==> config.mk <==
export PLATFORM = sky130hd
export DESIGN_NAME = restoring_divider_8x4
export DESIGN_NICKNAME = d
export VERILOG_FILES = /design/src/rtl/restoring_divider_8x4.sv
export SDC_FILE = /design/constraint.sdc
export NUM_CORES = 1
export LEC_CHECK = 0
export ABC_CLOCK_PERIOD_IN_PS = 4800
export BUFFER_PORTS_ARGS = -buffer_cell sky130_fd_sc_hd__buf_2
export CAP_MARGIN = 40
export CORE_ASPECT_RATIO = 0.75
export CORE_MARGIN = 2
export CORE_UTILIZATION = 58
export CTS_BUF_LIST = sky130_fd_sc_hd__clkbuf_8 sky130_fd_sc_hd__clkbuf_16
export DETAILED_ROUTE_END_ITERATION = 7
export MAX_ROUTING_LAYER = met4
export PLACE_DENSITY = 0.83
export RECOVER_POWER = 50
export SYNTH_ARGS = -nofsm -noshare
export SYNTH_HDL_FRONTEND = slang
export SYNTH_SLANG_ARGS = --single-unit
==> constraint.sdc <==
create_clock -name clk -period 4.8 [get_ports clk]
set_clock_uncertainty 0.1 [all_clocks]
set_input_delay 0.72 -clock clk [delete_from_list [all_inputs] [get_ports clk]]
set_output_delay 0.72 -clock clk [all_outputs]
set_load 0.02 [all_outputs]
==> src/rtl/restoring_divider_8x4.sv <==
// rtl/restoring_divider_8x4.sv - sequential 8/4 unsigned restoring divider, one step per clock
// Optional build macro DIVIDER_ZERO_SHORTCUT_EN: a zero divisor completes after one cycle instead of eight.
module restoring_divider_8x4 (
  input  logic       clk,
  input  logic       rst,
  input  logic       start,
  input  logic [7:0] dividend,
  input  logic [3:0] divisor,
  output logic       busy,
  output logic       done,
  output logic [7:0] quotient,
  output logic [3:0] remainder,
  output logic       div_by_zero
);

  typedef enum logic [1:0] {IDLE = 2'd0, RUN = 2'd1, DONE = 2'd2} state_t;

  state_t     state, state_n;
  logic [3:0] d;
  logic [3:0] r;
  logic [3:0] r_step;
  logic [7:0] a;
  logic [7:0] a_step;
  logic [2:0] cnt;
  logic [4:0] t;
  logic       qbit;
  logic       last;

  always_comb begin
    t      = {r, a[7]};
    qbit   = (t >= {1'b0, d});
    // When t >= d the difference fits in 4 bits, so the low nibble is exact.
    r_step = qbit ? (t[3:0] - d) : t[3:0];
    a_step = {a[6:0], qbit};
`ifdef DIVIDER_ZERO_SHORTCUT_EN
    last   = (cnt == 3'd7) || (d == 4'd0);
`else
    last   = (cnt == 3'd7);
`endif
    state_n = state;
    case (state)
      IDLE:    if (start) state_n = RUN;
      RUN:     if (last) state_n = DONE;
      DONE:    state_n = start ? RUN : IDLE;
      default: state_n = IDLE;
    endcase
  end

  always_ff @(posedge clk or posedge rst) begin
    if (rst) begin
      state       <= IDLE;
      d           <= 4'h0;
      a           <= 8'h00;
      r           <= 4'h0;
      cnt         <= 3'd0;
      busy        <= 1'b0;
      done        <= 1'b0;
      quotient    <= 8'h00;
      remainder   <= 4'h0;
      div_by_zero <= 1'b0;
    end else begin
      state <= state_n;
      busy  <= (state_n == RUN);
      done  <= (state_n == DONE);
      if (state != RUN) begin
        if (start) begin
          d           <= divisor;
          a           <= dividend;
          r           <= 4'h0;
          cnt         <= 3'd0;
          div_by_zero <= 1'b0;
        end
      end else begin
        a   <= a_step;
        r   <= r_step;
        cnt <= cnt + 3'd1;
        if (last) begin
          if (d == 4'd0) begin
            quotient    <= 8'hFF;
            remainder   <= 4'h0;
            div_by_zero <= 1'b1;
          end else begin
            quotient    <= a_step;
            remainder   <= r_step;
          end
        end
      end
    end
  end

endmodule

==> impl_metrics.yaml, run 1 <==
clocking:
  clock-sinks: 36
  cts.clk_slew.worst_paths_ns: 0.07
  htreeDepth: 2
  post_cts_resized: 0
  root_buffer: "clkbuf_8"
  clk_latency_ns: 0.28
  cts_tree: "done"
  cts_hold_buf: 0
  cts_buffers: 5
  cts_buffer_depth: 2
  cts_setup_buffers: 0
synth:
  synth_top_area_share_pct: 54.5
  synth_seq_area_share_pct: 54.5
  netlist_area_sq_mm: 0.00165
  synth_area_leaders: "dfrtp_1 54%, mux2i_1 6.1%, ha_1 4.5%"
  synth_cell_types: 36
  synth-seq-cells: 36
  synth_async_sr_flop_share_pct: 100
  yosys_most_used_dff: "dfrtp_1"
  netlist_instances: 146
  syn_nets: 168
  yosysTopAreaCell: "dfrtp_1"
  yosys_warnings: 0
  avgSynthCellArea_sq_um: 11.3
  synth_edf_count: 0
pwr:
  p_leak_nw: 0.947
  ir_drop_v: 0.000375
  powerDensity_mw_per_mm2: 776
timing:
  finalHoldViolCount: 0
  tns_ns: 0
  fin_crit_ns: 2.30
  layout_setup_ws_ns: 2.50
  max_freq_ghz: 0.434
  fin_crit_sh_pct: 48.0
  worst_pin_slew_ns: 1.84
  setup_viol: 0
  max-slew-margin-rel_pct: -22.9
  finalMaxSlewViolations: 37
  rsz0062_at_grt: "false"
routing:
  first_iter_violations: 100
  post-route-drc-count: 0
  drt-pass1-iter-count: 6
  route.vias.total: 1198
  routedWlPerCell_microns: 16.0
  drt_wl_total_microns: 3410
  postRouteAntennaNets: 0
  via_per_inst: 5.62
layout:
  drive_above_1_share_pct: 27.7
  area_growth_pct: 16.0
  antenna_cells: 0
  nNetsFinal: 199
placed_design:
  io_buffer_count: 29
  dp_hpwl_microns: 2490
  pre_cts_ws_ns: 2.51
  gp_congestion: 0.927
grt:
  grt_remaining_overflow: 0
  grt_max_degree: 37
  grt_pass1_vias: 1257
  grt_pass1_wl_microns: 5990
  antenna_found_initial: 0
  track_usage_pct: 25.4
outcome:
  status: "finished, violations left"
  violations: "max-capacitance violations, max-slew violations"
worst_setup_path:
  endpoint_kind: "flop"
  crit_fanout: 22
  worst-r2r-setup-slack_ns: 2.50
  worstSetupPathType: "flop to flop"
  rr_worst_depth: 5
  arrival_ns: 2.38
  startpoint_type: "flop"
  crit_required_ns: 4.88
floorplanning:
  core_area_sq_mm: 0.00266
  die_w_microns: 65.7
  die_h_microns: 50.3
  core.rowCount: 16
  ios: 30
  start_util_pct: 62.1
  die_area_sq_mm: 0.00330
worst_hold_path:
  hold_class: "flop to flop"
  worstHoldPathCells: 2
run:
  cap_viol_max_count: 1
## registers in the layout (all words and copies together) (netlist names)
| signal | cells |
|---|---|
| cnt | 3 |
| remainder | 4 |
| state | 2 |
| div_by_zero | 1 |
| done | 1 |
| busy | 1 |
| a | 8 |
| r | 4 |
| quotient | 8 |
| d | 4 |
## area by class of cell
class,instances,area (sq um)
multi-input combinational,93,686
timing repair buffer,30,149
clock buffer,7,96.3
fill,208,744
inverter,11,41.3
tap,36,45.0
sequential,36,901
## layout by cell type, fill, tap and decap left out, drive strengths merged, types with 3 or more instances in the layout
cell,Yosys,routed
o21ai,18,18
mux2,5,5
buf,3,29
mux2i,10,10
nand2,19,19
o22a,8,8
clkbuf,3,8
ha,6,6
dfrtp,36,36
nand2b,3,3
nand3,4,4
inv,10,10
## routing by layer
| metal | share of wire, % | track usage, % | wire (microns) |
|---|---|---|---|
| met5 | 0 | - | 0 |
| met3 | 6.2 | 6.50 | 211 |
| met1 | 43 | 33.0 | 1470 |
| met4 | 1.6 | 10.4 | 53 |
| met2 | 49 | 38.4 | 1680 |
## cells in the mapped netlist, types with 2 or more instances
master,number
a21oi_1,2
buf_2,3
clkbuf_1,3
dfrtp_1,36
ha_1,6
inv_1,9
mux2_2,4
mux2i_1,10
nand2_1,19
nand2b_1,3
nand3_1,4
o21ai_0,13
o21ai_1,2
o21ai_2,3
o22a_1,7
o22ai_1,2
## worst paths after layout
kind                               from           end
setup / recovery               state[1]   quotient[0]
hold / removal             remainder[1]  remainder[1]
setup reg to reg               state[1]   quotient[0]
hold reg to reg            remainder[1]  remainder[1]
max in group asynchronous           rst        cnt[1]
min in group asynchronous           rst          a[6]
## power breakdown
part	total (mW)	internal, mW	switching, mW	leakage (nW)
clock	0.229	0.128	0.101	0.0503
sequential	0.533	0.440	0.0923	0.432
combinational	0.728	0.305	0.423	0.465
## critical path: stages (launching register included)
cell      delay [ns]
dfrtp_1         0.38
and2b_1         0.58
nand2_1         0.29
inv_2           0.24
nand2b_1        0.30
o22a_2          0.30
## per-stage QoR
step | instance area (sq um) | cells | util (%) | hold WS [ns] | total power [mW]
6_report | 1920 | 213 | 72.0 | 0.405 | 1.49
5_1_grt | 1920 | 213 | 72.0 | 0.426 | 1.60
4_1_cts | 1920 | 213 | 72.2 | 0.410 | 1.49
3_5_place_dp | 1830 | 206 | 68.6 | 0.363 | 1.26
3_3_place_gp | 1830 | 206 | 68.6 | 0.371 | 1.21
2_1_floorplan | 1650 | 146 | - | 0.369 | 1.07
## cell families after synthesis
logic type	after synthesis	share of synthesized area [%]
mux	15	9.68
xor+xnor	2	1.06
buf+inv	17	4.08
flops	36	54.5
fa+ha+maj	7	5.75
compound gates	36	15.7
simple gates	33	9.23
Power figures use the tool's default switching activity.
==> inputs of run 2 (changes only) <==
--- a/config.mk
+++ b/config.mk
@@ -5,16 +5,16 @@
 export SDC_FILE = /design/constraint.sdc
 export NUM_CORES = 1
 export LEC_CHECK = 0
-export ABC_CLOCK_PERIOD_IN_PS = 4800
+export ABC_CLOCK_PERIOD_IN_PS = 2140
 export BUFFER_PORTS_ARGS = -buffer_cell sky130_fd_sc_hd__buf_2
 export CAP_MARGIN = 40
 export CORE_ASPECT_RATIO = 0.75
 export CORE_MARGIN = 2
-export CORE_UTILIZATION = 58
+export CORE_UTILIZATION = 54
 export CTS_BUF_LIST = sky130_fd_sc_hd__clkbuf_8 sky130_fd_sc_hd__clkbuf_16
 export DETAILED_ROUTE_END_ITERATION = 7
 export MAX_ROUTING_LAYER = met4
-export PLACE_DENSITY = 0.83
+export PLACE_DENSITY = 0.78
 export RECOVER_POWER = 50
 export SYNTH_ARGS = -nofsm -noshare
 export SYNTH_HDL_FRONTEND = slang
==> constraint.sdc (replaced) <==
create_clock -name clk -period 2.14 [get_ports clk]
set_clock_uncertainty 0.1 [all_clocks]
set_input_delay 0.321 -clock clk [delete_from_list [all_inputs] [get_ports clk]]
set_output_delay 0.321 -clock clk [all_outputs]
set_load 0.02 [all_outputs]
==> run 2 against run 1 <==
Compared with the run above: the run now ends clean; utilization decreased by 6.2 points; flip-flop and latch count unchanged; total power increased by 120%; sequential share of layout area decreased by 0.36 points; largest cell class unchanged; highest routed layer unchanged.
==> impl_metrics.yaml, run 2 (synthesized netlist as in run 1, its figures left out) <==
layout:
  top_regs: "a: 8 flops, quotient: 8 flops"
  drive_above_1_share_pct: 27.6
  fillers: 228
  final_common_cell: "dfrtp_1"
  final_area_sq_mm: 0.00193
  antenna_cells: 0
  final_cell_mix: "36 x dfrtp_1, 28 x buf_2, 19 x nand2_1"
  area_growth_pct: 16.9
  nNetsFinal: 202
  utilization_pct: 65.9
routing:
  postRouteAntennaNets: 0
  via_per_inst: 5.39
  route.vias.total: 1180
  drt_wl_total_microns: 3240
  post-route-drc-count: 0
  routedWlPerCell_microns: 14.8
  first_iter_violations: 38
  drt-pass1-iter-count: 4
placed_design:
  dp_hpwl_microns: 2410
  gp_congestion: 0.821
  pre_cts_ws_ns: 0.204
  placedInstanceArea_sq_mm: 0.00185
  io_buffer_count: 29
timing:
  max-slew-margin-rel_pct: 43.3
  tns_ns: 0
  fin_crit_ns: 1.95
  fin_hold_ws_ns: 0.172
  rsz0062_at_grt: "false"
  max_freq_ghz: 0.512
  setup_viol: 0
  fin_crit_sh_pct: 91.3
  finalMaxSlewViolations: 0
  finalHoldViolCount: 0
  worst_pin_slew_ns: 0.851
  layout_setup_ws_ns: 0.187
floorplanning:
  die_w_microns: 67.9
  die_area_sq_mm: 0.00353
  core.rowCount: 17
  ios: 30
  die_h_microns: 51.9
  core_area_sq_mm: 0.00294
  start_util_pct: 56.4
worst_setup_path:
  arrival_ns: 2.03
  startpoint_type: "flop"
  crit_required_ns: 2.21
  crit_fanout: 3
  endpoint_kind: "flop"
  worstSetupPathType: "flop to flop"
grt:
  antenna_found_initial: 0
  grt_pass1_wl_microns: 5440
  grt_max_degree: 37
  track_usage_pct: 22.6
  grt_remaining_overflow: 0
  grt_pass1_vias: 1208
clocking:
  cts_buffers: 5
  clk_latency_ns: 0.28
  post_cts_resized: 0
  cts_hold_buf: 0
  cts.clk_slew.worst_paths_ns: 0.07
  cts_setup_buffers: 0
  root_buffer: "clkbuf_8"
  cts_tree: "done"
  htreeDepth: 2
  clock-sinks: 36
  cts_buffer_depth: 2
run:
  cap_viol_max_count: 0
pwr:
  p_leak_nw: 0.959
  ir_drop_v: 0.000783
  powerDensity_mw_per_mm2: 1700
outcome:
  status: "finished, final reports clean"
worst_hold_path:
  hold_class: "input port to flop"
## run 2: cell types whose count changed in the layout (fill, tap and decap cells not counted), sizes merged
cell    previous run  this run
clkbuf             8         9
buf               29        30
inv               10        12
## run 2: area by class of cell
type | count | area [sq um] | area share [%]
Clock inverter | 2 | 7.51 | 0.388
Inverter | 11 | 41.3 | 2.14
Tap cell | 38 | 47.5 | 2.46
Multi-Input combinational cell | 93 | 686 | 35.5
Clock buffer | 6 | 82.6 | 4.27
Sequential cell | 36 | 901 | 46.6
Timing Repair Buffer | 33 | 168 | 8.67
## run 2: critical path, stage by stage, from the launching register on
cell and delay (ns):
dfrtp_1 0.36, inv_1 0.05, ha_1 0.32, or2_1 0.25, a21boi_1 0.16, xnor2_1 0.16, o221ai_1 0.19, a22o_1 0.24
## run 2: report_power, final
part | switching, mW | internal (mW)
clock | 0.223 | 0.253
combinational | 0.919 | 0.689
sequential | 0.207 | 0.988
## run 2: path summary, 6_finish.rpt
path | start | end | slack [ns] | cells past startpoint
worst max-delay path | d[2] | remainder[3] | 0.19 | 7
worst min-delay path | divisor[1] | d[1] | 0.17 | 2
worst max register to register | d[2] | remainder[3] | 0.19 | 7
worst min register to register | remainder[2] | remainder[2] | 0.40 | 2
max in group asynchronous | rst | d[0] | 1.22 | 3
min in group asynchronous | rst | remainder[0] | 0.18 | 3
## run 2: metal layers
metal / track usage, % / vias up / share of wire [%]
met4: 11.7 / 0 / 2.0
met3: 7.79 / 9 / 5.2
met2: 31.9 / 30 / 46
met5: - / - / 0
met1: 29.0 / 572 / 47
li1: - / 569 / -
## run 2: through the flow
| step | power, mW | cells |
|---|---|---|
| 4_1_cts | 3.30 | 219 |
| 5_1_grt | 3.55 | 219 |
| 6_report | 3.28 | 219 |
| 3_5_place_dp | 2.82 | 211 |
| 2_1_floorplan | 2.40 | 146 |
| 3_3_place_gp | 2.74 | 211 |
